==> config.mk <==
export PLATFORM = sky130hd
export DESIGN_NAME = alu_seq_core
export DESIGN_NICKNAME = d
export VERILOG_FILES = /design/src/rtl/alu_seq_core.sv
export SDC_FILE = /design/constraint.sdc
export NUM_CORES = 1
export LEC_CHECK = 0
export CELL_PAD_IN_SITES_DETAIL_PLACEMENT = 1
export CELL_PAD_IN_SITES_GLOBAL_PLACEMENT = 2
export CORE_MARGIN = 1
export CORE_UTILIZATION = 31
export DETAILED_ROUTE_END_ITERATION = 7
export GPL_TIMING_DRIVEN = 0
export PLACE_DENSITY = 0.75
export SYNTH_ARGS = -nofsm -noshare
export SYNTH_HDL_FRONTEND = slang
export SYNTH_SLANG_ARGS = --single-unit
==> constraint.sdc <==
create_clock -name clk -period 2.5 [get_ports clk]
set_input_delay 0.75 -clock clk [delete_from_list [all_inputs] [get_ports clk]]
set_output_delay 0.75 -clock clk [all_outputs]
set_load 0.02 [all_outputs]
==> src/rtl/alu_seq_core.sv <==
// alu_seq_core: registered WIDTH-bit ALU with valid/ready handshakes on both sides.
// Ops: and, or, xor, nor, add, sub, slt, sll. When SHIFT_ITER=1 an sll with a nonzero
// amount runs as a 1-bit/cycle iterative shifter; all other ops have latency 1.
// Optional feature macro: ALU_FLAGS_EN enables zero/carry/overflow; otherwise they read 0.
module alu_seq_core #(
  parameter int unsigned WIDTH      = 32,
  parameter int unsigned SHIFT_ITER = 1
) (
  input  logic             clk,
  input  logic             rst_n,
  input  logic             in_valid,
  output logic             in_ready,
  input  logic [2:0]       alu_op,
  input  logic [WIDTH-1:0] a,
  input  logic [WIDTH-1:0] b,
  output logic             out_valid,
  input  logic             out_ready,
  output logic [WIDTH-1:0] result,
  output logic             zero,
  output logic             carry,
  output logic             overflow,
  output logic             busy
);

  localparam int unsigned SHAMT_W = $clog2(WIDTH);

  typedef enum logic [0:0] {StIdle, StShift} state_e;

  state_e             state_q;
  logic [WIDTH-1:0]   acc_q;
  logic [SHAMT_W-1:0] count_q;

  logic [SHAMT_W-1:0] shamt;
  logic [WIDTH-1:0]   alu_res;
  logic [WIDTH-1:0]   shift_res;
  logic               accept;
  logic               is_iter;
  logic               load_now;
  logic               shift_done;

  assign shamt      = b[SHAMT_W-1:0];
  assign in_ready   = (state_q == StIdle) && (!out_valid || out_ready);
  assign accept     = in_valid && in_ready;
  assign is_iter    = (alu_op == 3'b111) && (SHIFT_ITER != 0) && (shamt != '0);
  assign load_now   = accept && !is_iter;
  assign shift_res  = acc_q << 1;
  assign shift_done = (state_q == StShift) && (count_q == SHAMT_W'(1));

  // Combinational result for every op that completes at the accept edge
  always_comb begin
    alu_res = '0;
    case (alu_op)
      3'b000:  alu_res = a & b;
      3'b001:  alu_res = a | b;
      3'b010:  alu_res = a ^ b;
      3'b011:  alu_res = ~(a | b);
      3'b100:  alu_res = a + b;
      3'b101:  alu_res = a - b;
      3'b110:  alu_res = {{(WIDTH-1){1'b0}}, ($signed(a) < $signed(b))};
      // Iterative builds only reach here with shamt==0, so no barrel shifter is needed
      default: alu_res = (SHIFT_ITER != 0) ? a : (a << shamt);
    endcase
  end

  // Control FSM with registered result, out_valid and busy
  always_ff @(posedge clk or negedge rst_n) begin
    if (!rst_n) begin
      state_q   <= StIdle;
      out_valid <= 1'b0;
      result    <= '0;
      busy      <= 1'b0;
      acc_q     <= '0;
      count_q   <= '0;
    end else begin
      case (state_q)
        StIdle: begin
          if (out_valid && out_ready) out_valid <= 1'b0;
          if (accept) begin
            if (is_iter) begin
              state_q   <= StShift;
              busy      <= 1'b1;
              acc_q     <= a;
              count_q   <= shamt;
              out_valid <= 1'b0;
            end else begin
              result    <= alu_res;
              out_valid <= 1'b1;
            end
          end
        end
        StShift: begin
          if (shift_done) begin
            // Final step is folded into the result load
            result    <= shift_res;
            out_valid <= 1'b1;
            busy      <= 1'b0;
            state_q   <= StIdle;
          end else begin
            acc_q   <= shift_res;
            count_q <= count_q - SHAMT_W'(1);
          end
        end
        default: state_q <= StIdle;
      endcase
    end
  end

`ifdef ALU_FLAGS_EN
  logic [WIDTH:0] add_ext;
  logic [WIDTH:0] sub_ext;
  logic           carry_d;
  logic           overflow_d;

  assign add_ext = {1'b0, a} + {1'b0, b};
  assign sub_ext = {1'b0, a} - {1'b0, b};

  // Carry/overflow next values; only add and sub produce nonzero flags
  always_comb begin
    carry_d    = 1'b0;
    overflow_d = 1'b0;
    if (alu_op == 3'b100) begin
      carry_d    = add_ext[WIDTH];
      overflow_d = (a[WIDTH-1] == b[WIDTH-1]) && (add_ext[WIDTH-1] != a[WIDTH-1]);
    end else if (alu_op == 3'b101) begin
      carry_d    = sub_ext[WIDTH];
      overflow_d = (a[WIDTH-1] != b[WIDTH-1]) && (sub_ext[WIDTH-1] != a[WIDTH-1]);
    end
  end

  // Flags load alongside result and hold with it
  always_ff @(posedge clk or negedge rst_n) begin
    if (!rst_n) begin
      zero     <= 1'b0;
      carry    <= 1'b0;
      overflow <= 1'b0;
    end else if (load_now) begin
      zero     <= (alu_res == '0);
      carry    <= carry_d;
      overflow <= overflow_d;
    end else if (shift_done) begin
      zero     <= (shift_res == '0);
      carry    <= 1'b0;
      overflow <= 1'b0;
    end
  end
`else
  assign zero     = 1'b0;
  assign carry    = 1'b0;
  assign overflow = 1'b0;
`endif

endmodule
# Yosys cells after proc, flatten, opt, wreduce, memory -nomap -nowiden
# Cells that the tools add are included.
[classes]
n_shift = 0
eq_ne = 14
n_bitwise = 5
mux = 26
n_reduce_logical = 13
n_addsub = 3
div_mod_pow = 0
n_lt_le_gt_ge = 1
n_mul = 0
[ops]
columns = ["operator", "n"]
rows = [
  ["$pmux 32 s7", 1],
  ["$mux 32", 3],
  ["$mux 31", 3],
  ["$pmux 32 s2", 1],
  ["$pmux 31 s2", 1],
  ["$add 32x32->32", 1],
  ["$and 32x32->32", 1],
  ["$lt 32x32->1", 1],
  ["$not 32->32", 1],
  ["$or 32x32->32", 1],
  ["$sub 32x32->32", 1],
  ["$xor 32x32->32", 1],
  ["$mux 5", 3],
  ["$eq 3x3->1 const B", 4],
  ["$mux 1", 10],
  ["$pmux 5 s2", 1],
  ["$reduce_and 3->1", 3],
  ["$ne 2x2->1 const B", 4],
  ["$eq 3x2->1 const B", 2],
  ["$pmux 1 s2", 3],
  ["$eq 5x1->1 const B", 1],
  ["$logic_and 1x1->1", 5],
  ["$reduce_bool 5->1", 1],
  ["$sub 5x1->5 const B", 1],
  ["8 further kinds", 8],
]
[word_totals]
register_bits = 71
ramBits = 0
rom_bits = 0
n_memories = 0
in_bits = 71
wordCells = 68
latchBits = 0
out_inout_bits = 38

# Logic depth before layout (Yosys ltp)
[depth]
depth_word = 6
depth_mapped = 14
ltp_nobuf = 14

# Worst setup path before layout
# OpenSTA, ideal clock, no wires.
[synth_path]
path_type = "input port to flip-flop"
start = "input port a[12]"
end = "register result[29]"
stages = 13
t_arrival_ns = 3.363
required_time_ns = 2.369
n_path_buf = 1
setup_time_ns = 0.131
path_slack_ns = -0.994
path_cell_list = "inv_1 ha_1 buf_6 or4_4 nand3b_4 a211oi_2 nor4_1 o21ai_2 a221oi_2 o311a_1 a221oi_2 a221oi_1 or3_1"
[synth_between]
elab_chain_cells = 5
elab_cells_between_ends = 6
classes_between = "add/sub: 2; mux: 4"
[synth_lines]
columns = ["item", "line_no", "source"]
rows = [
  ["start: declaration", "14", "input logic [WIDTH-1:0] a,"],
  ["$sub 32x32->32 or $add 32x32->32 (tied branches)", "58, 57", ""],
  ["$pmux 32 s7 *", "52", "case (alu_op)"],
  ["$mux 32 *", "79", "if (is_iter) begin"],
  ["$mux 32 *", "78", "if (accept) begin"],
  ["$pmux 32 s2 *", "75", "case (state_q)"],
  ["end signal: assignment", "86", "result <= alu_res;"],
  ["end signal: assignment", "94", "result <= shift_res;"],
  ["end: declaration", "18", "output logic [WIDTH-1:0] result,"],
]
# Mark *: on every way between the ends. The rest lies on a longest branch, timed or not. The select of a mux whose other input is x is not followed.
# A chain may end at the register's enable or synchronous reset.

# Worst setup path in the final report
[layout_path]
start = "input port a[0]"
end = "register result[30]"
# The elaborated chain is that of the path after synthesis.

==> metrics.txt <==
status=finished with violations; failing checks=setup timing; DR pass1 iterations=5; post-synth top area share=0.199; post-route core utilization=0.462; critical path buffer and inverter count=5; vias in the first global route=~11,000; FF-to-FF setup slack=120 ps; Clock transition at path regs=80 ps; Mapped Avg Cell Area=approximately 7.5 sq um; hold_ws=256 ps; Die H=172 um; commonest non-fill, non-tap cell in the layout=nor2_1; Cells after Synth=1,199; maximum vdd ir drop=0.329 mV; Final setup viols=28; PortBufs=104; relative slew slack=0.274; routed vias/inst=5.93; synthesized flop and latch total=71; n_diodes=0; Initial Util=0.318; CP Class=input pin to register; core region area=28,100 sq um; crit path launch type=input pin; setup slack after layout=-944 ps; fin area=13,000 sq um; most frequent cells in the layout=nor2_1 (109), a21oi_1 (94), buf_4 (78); Worst Tran Pin Value=1090 ps; GP Congestion=slightly above 0.9; total wire length=46.5 mm; number of flops mapped to enable cells by yosys=0; FMAX=290 MHz; total track usage=0.315; dpl ws=-2660 ps; Max Slew Vio Count=0; clock sink count=71; Die ar.=29,500 sq um; clk_lat worst skew=370 ps; hold crit path type=input pin to asynchronous set/reset pin; pwr/cell area=696 nW/um^2; most frequent CP cell=buf_4; largest net degree at the start of global routing=57; Async SR Flop Fraction=1.00; Post-DP Area=10,800 sq um; DIE WIDTH=172 um; Final ANT Viol Nets=0; Post-Syn Area=between 8000 and 9000 sq um; fin cells=1,769; total leakage power=about 5.5 nW; Required @ worst endpoint=roughly 2800 ps; drt initial violations=approximately 900; final hold viol count=0; CP Cell Sequence=buf_12, inv_16, ha_4, inv_2, fa_2, nor2b_4, o211ai_1, a311oi_2, buf_4, a2111oi_4, buf_4, o31ai_4, and3_4, o2111ai_4, o221ai_2, a211o_1, nand3_2; crit path max fanout=3; IO Count=109; RSZ-0062 raised after global routing=true; cts bufs inserted=9; FF-to-FF End=result[15]; crit path time final=approximately 3400 ps; Final #Nets=1,564; layout overhead on the synthesized area=45.1%; stages on the worst setup path=17; crit path DAT=3760 ps; Top Family by Delay on Critical Path=compound AO/OA/AOI/OAI gates; Filler Cell Count=3,347; CP peak stage delay=between 300 and 400 ps; Inst Count DP=1,684; share of layout cells above drive strength 1=0.299; total gr overflow=0; initial antenna violation count=2; CTS root buf=clkbuf_16; dpl hpwl=33.7 mm; first-pass GRT wire length=67.9 mm; CTS tree=done; Clock Path Buffers=2; CTS H-tree depth=3; R2R cell count=6; vias post-DR=10,500; Final Skew=15.4 ps; warnings from Yosys=0; Critical-path top delay cell=fa_2; main flop type after synthesis=dfrtp_1; cell accounting for the most synthesized area=dfrtp_1; Routed wire per std cell=26.3 um; Synth area leaders=dfrtp_1 (20%), ha_1 (15%), a21oi_1 (6.3%), mux2i_1 (6.2%), o21ai_0 (4.9%); sequential fraction of the synthesis area=0.199; Max-Cap Viols=0; period utilization=1.38; row count=61; Distinct cells, synth=74; Worst Setup End Kind=register; launching point of the worst reg2reg path=state_q; DRC=0
[layer usage]
metal	GRT usage	vias to the layer above	part of all wire
met5	0	-	0.00067
met3	0.0396	119	0.059
met1	0.425	5276	0.45
met4	0.127	4	0.043
li1	-	4695	-
met2	0.507	399	0.45
[power by group]
group / total [mW] / internal, mW / switching [mW]
Sequential: 2.20 / 1.71 / 0.487
Clock: 1.34 / 0.694 / 0.641
Combinational: 5.49 / 2.28 / 3.22
[state kept, by name, indices dropped and copies added (netlist names)]
name       cells
acc_q         31
result        32
count_q        5
busy           1
out_valid      1
state_q        1
[area by class of cell]
cell class	instances	area, sq um	area share
multi-input cells	937	7740	0.596
flip-flops and latches	71	1780	0.137
repair buffers	190	1720	0.132
plain buffers	71	524	0.0404
well taps	378	473	0.0365
inverters	106	459	0.0354
clock buffers	9	225	0.0174
clock inverters	7	61.3	0.00473
[kinds of logic after synthesis]
kind of cell               count (synthesis)  synth area share
AOI/OAI and AO/OA                        427             0.306
xor gates and xnor gates                  28            0.0274
adders and majority gates                107             0.151
other                                      1          0.000419
buffers and inverters                    193            0.0838
and+or+nand+nor                          308             0.159
DFF                                       71             0.199
muxes                                     64            0.0729
[cell usage after synthesis (all sizes together), types with 4 or more instances]
| cell | number |
|---|---|
| o21bai | 10 |
| o21ai | 114 |
| buf | 17 |
| ha | 105 |
| o31ai | 5 |
| nor2 | 117 |
| or2 | 4 |
| mux2i | 55 |
| a31oi | 15 |
| mux2 | 9 |
| a21o | 11 |
| dfrtp | 71 |
| o221a | 4 |
| and2 | 4 |
| o41ai | 5 |
| nand2 | 76 |
| o311ai | 4 |
| a211o | 4 |
| nor3 | 18 |
| nor4 | 12 |
| nand2b | 7 |
| a41oi | 4 |
| a221oi | 23 |
| xnor2 | 26 |
| inv | 103 |
| a22oi | 15 |
| o211ai | 24 |
| a211oi | 7 |
| nand4 | 9 |
| o221ai | 10 |
| and3 | 12 |
| o22a | 10 |
| nand3 | 27 |
| nor2b | 9 |
| or3 | 4 |
| clkbuf | 70 |
| nand3b | 4 |
| o21a | 4 |
| a21oi | 113 |
| o22ai | 24 |
[what timing repair did]
| action | CTS | global route |
|---|---|---|
| endpoints found under the setup margin | 70 | 51 |
| setup buffers | 61 | 25 |
| pin swaps | 107 | 67 |
| gates resized for setup | 447 | 107 |
| hold buffers | 0 | 0 |
[stage by stage]
step	total power, mW	setup TNS, ps
floorplan	4.82	-10220
detailed placement	6.82	-100660
global route	9.49	-19390
CTS	8.76	-14380
finish	9.03	-16730
global placement	6.74	-253910
[worst max-delay path by stage]
stage / startpoint / to / slack [ps]
after floorplan: b[12] / result[29] / -860
after global placement: a[15] / result[0] / -2600
after detailed placement: a[20] / result[0] / -2660
after CTS: a[9] / result[29] / -960
after global routing: a[0] / result[30] / -1040
final: a[0] / result[30] / -940
Power figures use the tool's default switching activity.
